==> src/rtl/atm_txn_engine.sv <==
// ATM session and transaction controller.
// Holds a small account table loaded by the host and runs card -> PIN -> menu -> exec sessions.
// Every outcome is reported as a registered one-cycle response.
module atm_txn_engine #(
  parameter int unsigned NUM_ACCTS = 4,
  parameter int unsigned ACCT_W    = 12,
  parameter int unsigned PIN_W     = 12,
  parameter int unsigned BAL_W     = 16,
  parameter int unsigned AMT_W     = 8,
  parameter int unsigned MAX_TRIES = 3,
  parameter int unsigned TIMEOUT   = 255
) (
  input  logic                         clk,
  input  logic                         rst,
  input  logic                         cfg_we,
  input  logic [$clog2(NUM_ACCTS)-1:0] cfg_idx,
  input  logic [ACCT_W-1:0]            cfg_acct,
  input  logic [PIN_W-1:0]             cfg_pin,
  input  logic [BAL_W-1:0]             cfg_bal,
  input  logic                         card_valid,
  input  logic [ACCT_W-1:0]            card_acct,
  input  logic                         pin_valid,
  input  logic [PIN_W-1:0]             pin,
  input  logic                         op_valid,
  input  logic [2:0]                   op,
  input  logic [AMT_W-1:0]             amount,
  input  logic [ACCT_W-1:0]            dst_acct,
  output logic                         busy,
  output logic                         resp_valid,
  output logic [3:0]                   resp_code,
  output logic [BAL_W-1:0]             balance_out,
  output logic                         dispense,
  output logic [AMT_W-1:0]             dispense_amt
);

  localparam int unsigned IdxW = $clog2(NUM_ACCTS);
  localparam int unsigned TryW = $clog2(MAX_TRIES + 1);
  localparam int unsigned TmrW = $clog2(TIMEOUT + 1);

  localparam logic [3:0] RespOk      = 4'd0;
  localparam logic [3:0] RespBadCard = 4'd1;
  localparam logic [3:0] RespBadPin  = 4'd2;
  localparam logic [3:0] RespLocked  = 4'd3;
  localparam logic [3:0] RespInsuff  = 4'd4;
  localparam logic [3:0] RespNoDest  = 4'd5;
  localparam logic [3:0] RespOvf     = 4'd6;
  localparam logic [3:0] RespTimeout = 4'd7;
  localparam logic [3:0] RespBadOp   = 4'd8;
  localparam logic [3:0] RespBadAmt  = 4'd9;
  localparam logic [3:0] RespExit    = 4'd10;

  localparam logic [2:0] OpDeposit  = 3'b000;
  localparam logic [2:0] OpWithdraw = 3'b001;
  localparam logic [2:0] OpBalance  = 3'b010;
  localparam logic [2:0] OpTransfer = 3'b011;
  localparam logic [2:0] OpExit     = 3'b100;

  typedef enum logic [2:0] {StIdle, StCard, StPinWait, StMenu, StExec} state_e;

  // Account table
  logic [ACCT_W-1:0]    acct_q  [NUM_ACCTS];
  logic [PIN_W-1:0]     pin_q   [NUM_ACCTS];
  logic [BAL_W-1:0]     bal_q   [NUM_ACCTS];
  logic [TryW-1:0]      tries_q [NUM_ACCTS];
  logic [NUM_ACCTS-1:0] valid_q, lock_q;

  // Session state
  state_e            state_q, state_d;
  logic [ACCT_W-1:0] card_q, dst_q;
  logic [IdxW-1:0]   sess_q;
  logic [TmrW-1:0]   tmr_q;
  logic [2:0]        op_q;
  logic [AMT_W-1:0]  amt_q;

  // Registered response
  logic             resp_valid_q, resp_valid_d;
  logic [3:0]       resp_code_q, resp_code_d;
  logic [BAL_W-1:0] bal_out_q, bal_out_d;
  logic             disp_q, disp_d;
  logic [AMT_W-1:0] disp_amt_q, disp_amt_d;

  // Table update controls
  logic             sess_bal_we, dst_bal_we;
  logic [BAL_W-1:0] sess_bal_wd, dst_bal_wd;
  logic             tries_clr, tries_inc, lock_set;

  // Lookup and datapath
  logic             card_hit, dst_hit;
  logic [IdxW-1:0]  card_idx, dst_idx;
  logic [BAL_W-1:0] sess_bal, dst_bal, amt_ext;
  logic [BAL_W:0]   dep_sum, xfer_sum;
  logic             pin_match, lock_now, tmo_hit, amt_zero, amt_gt_bal;

  assign busy         = (state_q != StIdle);
  assign resp_valid   = resp_valid_q;
  assign resp_code    = resp_code_q;
  assign balance_out  = bal_out_q;
  assign dispense     = disp_q;
  assign dispense_amt = disp_amt_q;

  // Account lookup; scanning downwards lets the lowest matching index win
  always_comb begin
    card_hit = 1'b0;
    card_idx = '0;
    dst_hit  = 1'b0;
    dst_idx  = '0;
    for (int i = NUM_ACCTS - 1; i >= 0; i--) begin
      if (valid_q[i] && (acct_q[i] == card_q)) begin
        card_hit = 1'b1;
        card_idx = IdxW'(i);
      end
      if (valid_q[i] && (acct_q[i] == dst_q)) begin
        dst_hit = 1'b1;
        dst_idx = IdxW'(i);
      end
    end
  end

  // Arithmetic is done one bit wider so overflow shows up as a carry
  always_comb begin
    sess_bal   = bal_q[sess_q];
    dst_bal    = bal_q[dst_idx];
    amt_ext    = BAL_W'(amt_q);
    dep_sum    = {1'b0, sess_bal} + {1'b0, amt_ext};
    xfer_sum   = {1'b0, dst_bal} + {1'b0, amt_ext};
    pin_match  = (pin == pin_q[sess_q]);
    lock_now   = (32'(tries_q[sess_q]) + 32'd1) >= MAX_TRIES;
    tmo_hit    = (tmr_q == TmrW'(TIMEOUT - 1));
    amt_zero   = (amt_q == '0);
    amt_gt_bal = (amt_ext > sess_bal);
  end

  // State register
  always_ff @(posedge clk) begin
    if (rst) state_q <= StIdle;
    else     state_q <= state_d;
  end

  // Next-state logic
  always_comb begin
    state_d = state_q;
    unique case (state_q)
      StIdle:    if (card_valid) state_d = StCard;
      StCard:    state_d = (!card_hit || lock_q[card_idx]) ? StIdle : StPinWait;
      StPinWait: begin
        if (pin_valid) begin
          if (pin_match)     state_d = StMenu;
          else if (lock_now) state_d = StIdle;
        end else if (tmo_hit) begin
          state_d = StIdle;
        end
      end
      StMenu: begin
        if (op_valid)     state_d = StExec;
        else if (tmo_hit) state_d = StIdle;
      end
      StExec:    state_d = (op_q == OpExit) ? StIdle : StMenu;
      default:   state_d = StIdle;
    endcase
  end

  // Response and table-update decisions for the current state
  always_comb begin
    resp_valid_d = 1'b0;
    resp_code_d  = resp_code_q;
    bal_out_d    = bal_out_q;
    disp_d       = 1'b0;
    disp_amt_d   = disp_amt_q;
    sess_bal_we  = 1'b0;
    sess_bal_wd  = sess_bal;
    dst_bal_we   = 1'b0;
    dst_bal_wd   = dst_bal;
    tries_clr    = 1'b0;
    tries_inc    = 1'b0;
    lock_set     = 1'b0;
    unique case (state_q)
      StIdle: begin
      end
      StCard: begin
        if (!card_hit) begin
          resp_valid_d = 1'b1;
          resp_code_d  = RespBadCard;
          bal_out_d    = '0;
        end else if (lock_q[card_idx]) begin
          resp_valid_d = 1'b1;
          resp_code_d  = RespLocked;
          bal_out_d    = '0;
        end
      end
      StPinWait: begin
        if (pin_valid) begin
          resp_valid_d = 1'b1;
          if (pin_match) begin
            resp_code_d = RespOk;
            bal_out_d   = sess_bal;
            tries_clr   = 1'b1;
          end else begin
            tries_inc   = 1'b1;
            lock_set    = lock_now;
            resp_code_d = lock_now ? RespLocked : RespBadPin;
            bal_out_d   = '0;
          end
        end else if (tmo_hit) begin
          resp_valid_d = 1'b1;
          resp_code_d  = RespTimeout;
          bal_out_d    = '0;
        end
      end
      StMenu: begin
        if (!op_valid && tmo_hit) begin
          resp_valid_d = 1'b1;
          resp_code_d  = RespTimeout;
          bal_out_d    = '0;
        end
      end
      StExec: begin
        resp_valid_d = 1'b1;
        resp_code_d  = RespOk;
        bal_out_d    = sess_bal;
        case (op_q)
          OpDeposit: begin
            if (amt_zero)        resp_code_d = RespBadAmt;
            else if (dep_sum[BAL_W]) resp_code_d = RespOvf;
            else begin
              sess_bal_we = 1'b1;
              sess_bal_wd = dep_sum[BAL_W-1:0];
              bal_out_d   = dep_sum[BAL_W-1:0];
            end
          end
          OpWithdraw: begin
            if (amt_zero)        resp_code_d = RespBadAmt;
            else if (amt_gt_bal) resp_code_d = RespInsuff;
            else begin
              sess_bal_we = 1'b1;
              sess_bal_wd = sess_bal - amt_ext;
              bal_out_d   = sess_bal - amt_ext;
              disp_d      = 1'b1;
              disp_amt_d  = amt_q;
            end
          end
          OpBalance: begin
          end
          OpTransfer: begin
            if (amt_zero)                        resp_code_d = RespBadAmt;
            else if (!dst_hit || dst_idx == sess_q) resp_code_d = RespNoDest;
            else if (amt_gt_bal)                 resp_code_d = RespInsuff;
            else if (xfer_sum[BAL_W])            resp_code_d = RespOvf;
            else begin
              sess_bal_we = 1'b1;
              sess_bal_wd = sess_bal - amt_ext;
              dst_bal_we  = 1'b1;
              dst_bal_wd  = xfer_sum[BAL_W-1:0];
              bal_out_d   = sess_bal - amt_ext;
            end
          end
          OpExit: begin
            resp_code_d = RespExit;
            bal_out_d   = '0;
          end
          default: resp_code_d = RespBadOp;
        endcase
      end
      default: begin
      end
    endcase
  end

  // Response registers
  always_ff @(posedge clk) begin
    if (rst) begin
      resp_valid_q <= 1'b0;
      resp_code_q  <= '0;
      bal_out_q    <= '0;
      disp_q       <= 1'b0;
      disp_amt_q   <= '0;
    end else begin
      resp_valid_q <= resp_valid_d;
      resp_code_q  <= resp_code_d;
      bal_out_q    <= bal_out_d;
      disp_q       <= disp_d;
      disp_amt_q   <= disp_amt_d;
    end
  end

  // Session latches: card number, matched index, and the pending operation
  always_ff @(posedge clk) begin
    if (rst) begin
      card_q <= '0;
      sess_q <= '0;
      op_q   <= '0;
      amt_q  <= '0;
      dst_q  <= '0;
    end else begin
      if (state_q == StIdle && card_valid) card_q <= card_acct;
      if (state_q == StCard) sess_q <= card_idx;
      if (state_q == StMenu && op_valid) begin
        op_q  <= op;
        amt_q <= amount;
        dst_q <= dst_acct;
      end
    end
  end

  // Idle timer: counts only while waiting for input, cleared on any accepted input or state change
  always_ff @(posedge clk) begin
    if (rst) begin
      tmr_q <= '0;
    end else if ((state_q == StPinWait && !pin_valid) || (state_q == StMenu && !op_valid)) begin
      tmr_q <= tmr_q + TmrW'(1);
    end else begin
      tmr_q <= '0;
    end
  end

  // Account table: host writes while idle, session updates otherwise
  always_ff @(posedge clk) begin
    if (rst) begin
      valid_q <= '0;
      lock_q  <= '0;
      for (int i = 0; i < NUM_ACCTS; i++) begin
        acct_q[i]  <= '0;
        pin_q[i]   <= '0;
        bal_q[i]   <= '0;
        tries_q[i] <= '0;
      end
    end else begin
      if (cfg_we && state_q == StIdle) begin
        acct_q[cfg_idx]  <= cfg_acct;
        pin_q[cfg_idx]   <= cfg_pin;
        bal_q[cfg_idx]   <= cfg_bal;
        valid_q[cfg_idx] <= 1'b1;
        lock_q[cfg_idx]  <= 1'b0;
        tries_q[cfg_idx] <= '0;
      end
      if (sess_bal_we) bal_q[sess_q] <= sess_bal_wd;
      if (dst_bal_we)  bal_q[dst_idx] <= dst_bal_wd;
      if (tries_clr)   tries_q[sess_q] <= '0;
      if (tries_inc)   tries_q[sess_q] <= tries_q[sess_q] + TryW'(1);
      if (lock_set)    lock_q[sess_q] <= 1'b1;
    end
  end

endmodule

==> config.mk <==
export PLATFORM = sky130hd
export DESIGN_NAME = atm_txn_engine
export DESIGN_NICKNAME = d
export VERILOG_FILES = /design/src/rtl/atm_txn_engine.sv
export SDC_FILE = /design/constraint.sdc
export NUM_CORES = 1
export LEC_CHECK = 0
export BUFFER_PORTS_ARGS = -buffer_cell sky130_fd_sc_hd__buf_2
export CELL_PAD_IN_SITES_DETAIL_PLACEMENT = 0
export CELL_PAD_IN_SITES_GLOBAL_PLACEMENT = 1
export CORE_ASPECT_RATIO = 0.6
export CORE_MARGIN = 1
export CORE_UTILIZATION = 47
export CTS_CLUSTER_DIAMETER = 50
export DETAILED_ROUTE_END_ITERATION = 8
export GPL_ROUTABILITY_DRIVEN = 0
export GPL_TIMING_DRIVEN = 0
export PLACE_DENSITY_LB_ADDON = 0.1
export SLEW_MARGIN = 5
export SYNTH_ARGS = -nofsm -noshare
export SYNTH_HDL_FRONTEND = slang
export SYNTH_SLANG_ARGS = --single-unit
==> constraint.sdc <==
create_clock -name clk -period 6.5 [get_ports clk]
set_clock_uncertainty 0.05 [all_clocks]
set_input_delay 1.95 -clock clk [delete_from_list [all_inputs] [get_ports clk]]
set_output_delay 1.95 -clock clk [all_outputs]
set_load 0.02 [all_outputs]
After elaboration in Yosys (flattened, before gate mapping)
Memories as Yosys holds them, arrays and structs flattened. A register that Yosys moved wholly into a read port is not among the register bits. Index checks and enable logic that the tools add are counted. W data, S select, Z words.

Bits in registers: 86. Latch bits: 0. Bits in writable memories: 168. Bits in read-only memories: 0. Bits of input ports: 95. Logic and storage cells: 252. Memories kept: 4.

Memories: bal_q (words 4, bits a word 16, read ports 2, clocked after memory_dff 1, write ports 4, line 63) `logic [BAL_W-1:0] bal_q [NUM_ACCTS];`; acct_q (words 4, bits a word 12, read ports 4, clocked after memory_dff 0, write ports 4, line 61) `logic [ACCT_W-1:0] acct_q [NUM_ACCTS];`; pin_q (words 4, bits a word 12, read ports 1, clocked after memory_dff 1, write ports 4, line 62) `logic [PIN_W-1:0] pin_q [NUM_ACCTS];`; tries_q (words 4, bits a word 2, read ports 1, clocked after memory_dff 1, write ports 4, line 64) `logic [TryW-1:0] tries_q [NUM_ACCTS];`.

$add $sub $neg: 6. Multiply operators: 0. Div/mod/pow operators: 0. Magnitude comparators: 7. Equal/unequal tests: 24. Shifts and indexed selects: 0. Muxes and demuxes: 147. Bitwise operators: 10. Reduce and logical (&&, ||, !) cells: 40.

Operators with widths (number): $mux W16 (24); $pmux W16 S4 (2); $eq A12 B12 Y1 (9); $mux W1 (61); $mux W2 (27); $pmux W16 S3 (1); $reduce_or A16 Y1 (3); $mux W4 (11); $add A16 B8 Y17 (2); $mux W3 (11); $mux W12 (2); $reduce_or A12 Y1 (2); $pmux W4 S5 (1); $gt A8 B16 Y1 (1); $logic_and A1 B1 Y1 (16); $pmux W4 S4 (1); $sub A16 B8 Y16 (1); $pmux W3 S5 (1); $eq A3 B2 Y1 const B (4); $lt A2 B3 Y1 const B (3); $add A8 B1 Y8 const B (1); $eq A8 B8 Y1 const B (1); $logic_not A8 Y1 (1); $or A4 B4 Y4 (2); other kinds (27) (46).

Depth between registers and ports, before layout
An unclocked memory read counts as a cell.

Word-level depth: 20. Depth in mapped cells: 26. Mapped depth without buffers: 21.

Least setup slack after synthesis
No wires, ideal clock.

Path kind: register to register. Start point: register (tool-made name). End point: memory bal_q[1][0], enable pin. Arrival: 5.584 ns. Slack: 0.490 ns. Stages on the path, launching flop included: 20. Path buffers: 4. Cells stage by stage: dfxtp_1 > buf_4 > buf_1 > buf_1 > mux4_2 > inv_1 > ha_1 > fa_1 > nand2b_1 > a21oi_1 > o21ai_0 > a211oi_1 > o31ai_2 > a211o_1 > a21oi_4 > nor2_2 > o31ai_1 > nand2_2 > buf_2 > nand3b_1.

RTL lines (line): end, declared (63).

==> summary.txt <==
Worst setup path
  • Critical path cell sequence: buf_2, xnor2_1, nand4_1, or4_1, clkbuf_2, buf_6, nand3_1, clkbuf_4, o22ai_1, nor3_1, ha_1, nor2b_1, o21ai_0, a21boi_1, o21a_1, o21a_2, o22ai_4, nor4b_4, a211o_1, a211oi_1, o21ai_0, a22oi_2, buf_4, o22ai_1
  • Buf/Inv on CP: 5
  • CP arrival: 6.56 ns
  • Crit. End Element: register
  • Largest stage delay, worst path: 0.58 ns
  • Worst-path fanout max: 10
  • Worst path required time: 6.76 ns
  • Critical path launch point type: register
  • WS Path Type: register to register
  • RR Startpoint: dst_q[9]
  • Crit path from: dst_q[9]
  • CP max-delay cell: or4_1
  • CP top delay family: compound AO/OA/AOI/OAI gates

Layout
  • Util after Layout: 56.4%
  • Syn-to-layout area delta: 15.8%
  • Highest-count cells in the layout ignoring fill and taps: nor2_1 (191), nand2_1 (168), edfxtp_1 (168)
  • Ant diodes: 0
  • Most common cell after layout, fill and taps aside: nor2_1
  • Share of cells above drive strength 1: 18.8%
  • Design area: 17200 µm²
  • # nets final: 1824

Yosys
  • Main combinational cell family by area after synthesis: simple AND/OR/NAND/NOR gates
  • Cell Area, Synth: 14800 µm²
  • Simple-gate share of the synthesized area: 18.5%
  • Leading area contributor after synthesis: edfxtp_1
  • Mux cell area share after synthesis: 5.36%
  • Post-synthesis compound-gate area fraction: 15.0%
  • Syn Area/Cell: 9.70 µm²
  • Synth Warn #: 0
  • Syn Inst Count: 1530
  • Top FF cell, synth: edfxtp_1
  • Post-synth top area share: 34.0%
  • Ys async rst share: 0%
  • Adder-cell area share of the yosys netlist: 2.68%
  • Post-synth cell types: 85
  • Post-synth EDFFs: 168
  • Post-synthesis xor/xnor area fraction: 7.79%
  • Synthesized Nets: 1655
  • Area contributors post-synth: edfxtp_1 (34%), dfxtp_1 (12%), xnor2_1 (6.4%)
  • Number of synthesized register bits: 256
  • Part of the Yosys area used for sequential elements: 45.9%

Timing
  • Tmin final: 6.30 ns
  • Post-route setup slack: 0.196 ns
  • Final setup fails: 0
  • Highest clock rate: 159 MHz
  • RSZ-0062 raised after global routing: false
  • Rel. slew slack: 17.3%
  • Final Hold Viols: 0
  • Period utilization: 97.0%
  • Final slew viol count: 0
  • Worst-Margin Slew: 1.23 ns

CTS
  • H-Tree Depth: 1
  • Cts hold-fix bufs: 0
  • Worst-Skew Late Latency: 0.58 ns
  • Clock sink count: 256
  • Clock-pin slew on the worst setup and hold paths: 0.07 ns
  • CTS tree: done
  • Root buffer cell: clkbuf_16
  • Deepest clock path buffer count: 3
  • CTS Buf Count: 27

Outcome
  • Status: complete, no violations

Drt
  • DRT Wirelength: 50500 µm
  • Final ANT Viol Nets: 0
  • Initial DRT Pass Iterations: 6
  • Starting DRC count in detailed routing: 1488
  • Via-to-Cell Ratio: 5.98
  • DR WL/cell: 23.8 µm
  • Vias post-DR: 12725
  • Drt drc: 0

Global routing
  • GRT Total Usage: 31.1%
  • First-pass GRT wire length: 74400 µm
  • Vias in the first global route: 11999
  • Largest net degree at the start of global routing: 26
  • Antenna violations before repair: 1
  • Congestion Overflow GR: 0

Power
  • LEAKAGE: 6.17 nW
  • Worst VDD drop: 179 µV
  • PwrDens: 218 nW/µm²

Floorplanning
  • Die Ht: 140 µm
  • I/O pin total: 126
  • Starting Density: 48.7%
  • Die footprint: 32300 µm²
  • Core Region: 30500 µm²
  • Row count: 49
  • Die width: 231 µm

Job
  • Maxcap violations: 0

Place
  • Post-DP HPWL: 38000 µm
  • Setup WS pre-CTS: -1.85 ns
  • Area after DPL: 16000 µm²
  • # port buffers: 122

Hold path
  • Hold wc startpoint: resp_code[3]
  • Hold Crit Class: register to register
[final cells by class]
class	count	area, µm²
well taps	408	510
clock buffers	29	683
multi-input cells	1101	7510
inverters	75	282
repair buffers	142	806
clock inverters	21	144
fillers	2756	13300
flip-flops and latches	256	6810
plain buffers	96	442
[per-layer routing]
layer | vias to the layer above | share of wire [%] | wire length (µm) | GRT usage [%]
met2 | 694 | 39 | 19600 | 41.1
met3 | 56 | 14 | 7030 | 11.6
met4 | 0 | 1.6 | 801 | 5.68
met5 | - | 0 | 0 | 0
li1 | 5856 | - | - | -
met1 | 6119 | 46 | 23100 | 47.8
[worst paths after layout]
path                   to  slack, ns  cells past startpoint
min reg2reg  resp_code[3]       0.40                      2
min          resp_code[3]       0.40                      2
max           bal_q[2][3]       0.20                     24
max reg2reg   bal_q[2][3]       0.20                     24
[synthesized netlist by cell type, drive strengths merged (3+ instances only)]
master	n
dfxtp	88
a31oi	15
a21o	5
a221oi	14
a31o	3
o21a	10
o211ai	7
o22ai	62
inv	75
ha	27
or4	8
edfxtp	168
fa	3
a211o	4
nand2	172
a222oi	4
nand3	15
nand3b	6
xor2	23
and3	7
or2	7
nor4	20
o31ai	3
or3	8
and2	17
xnor2	109
and4	3
o21ai	42
a21oi	95
nand2b	25
nand4	24
a22oi	16
a211oi	7
mux4	30
a21boi	4
nor2b	13
mux2i	12
buf	33
nor2	192
nor3	43
o21bai	6
clkbuf	67
o32ai	7
nor3b	6
[what timing repair did]
item	CTS	global route
cloned	0	2
buffers inserted	9	10
endpoints found under the setup margin	153	135
pin swaps	6	8
resized for setup	22	30
[worst register-to-register path, delay by kind of cell (launching register included)]
kind                       cells  cell delay (ns)
AOI/OAI and AO/OA             11             2.74
xor gates and xnor gates       1             0.20
adders and majority gates      1             0.31
buffers and inverters          5             1.02
DFF                            1             0.30
and+or+nand+nor                6             1.42
[flip-flops by register name (all words and copies together) (netlist names), 3 cells and up, named ones only]
| name | count |
|---|---|
| bal_q | 64 |
| acct_q | 48 |
| pin_q | 48 |
| balance_out | 16 |
| card_q | 12 |
| dst_q | 12 |
| amt_q | 8 |
| dispense_amt | 8 |
| tmr_q | 8 |
| tries_q | 8 |
| lock_q | 4 |
| resp_code | 4 |
| valid_q | 4 |
| op_q | 3 |
| state_q | 3 |
[report_power, final]
| part | internal [W] | switching, W |
|---|---|---|
| sequential | 0.00181 | 0.0000455 |
| clock | 0.000778 | 0.000713 |
| combinational | 0.000145 | 0.000254 |
| total | 0.00273 | 0.00101 |
[stage by stage]
stage,TNS [ns],total power [W],instances,hold WS (ns)
floorplan,0,0.00211,1530,0.378
global placement,-175.50,0.00225,2060,0.386
detailed placement,-169.12,0.00226,2061,0.394
CTS,0,0.00375,2118,0.404
global route,0,0.00386,2128,0.410
finish,0,0.00374,2128,0.402
[cell families after synthesis]
group,after synthesis
AO/OA/AOI/OAI,326
XOR/XNOR,132
adder cells (fa/ha/maj),30
buffers and inverters,175
flip-flops,256
multiplexers,42
AND/OR/NAND/NOR,569
Note: power is estimated with default switching activity, not from simulation.
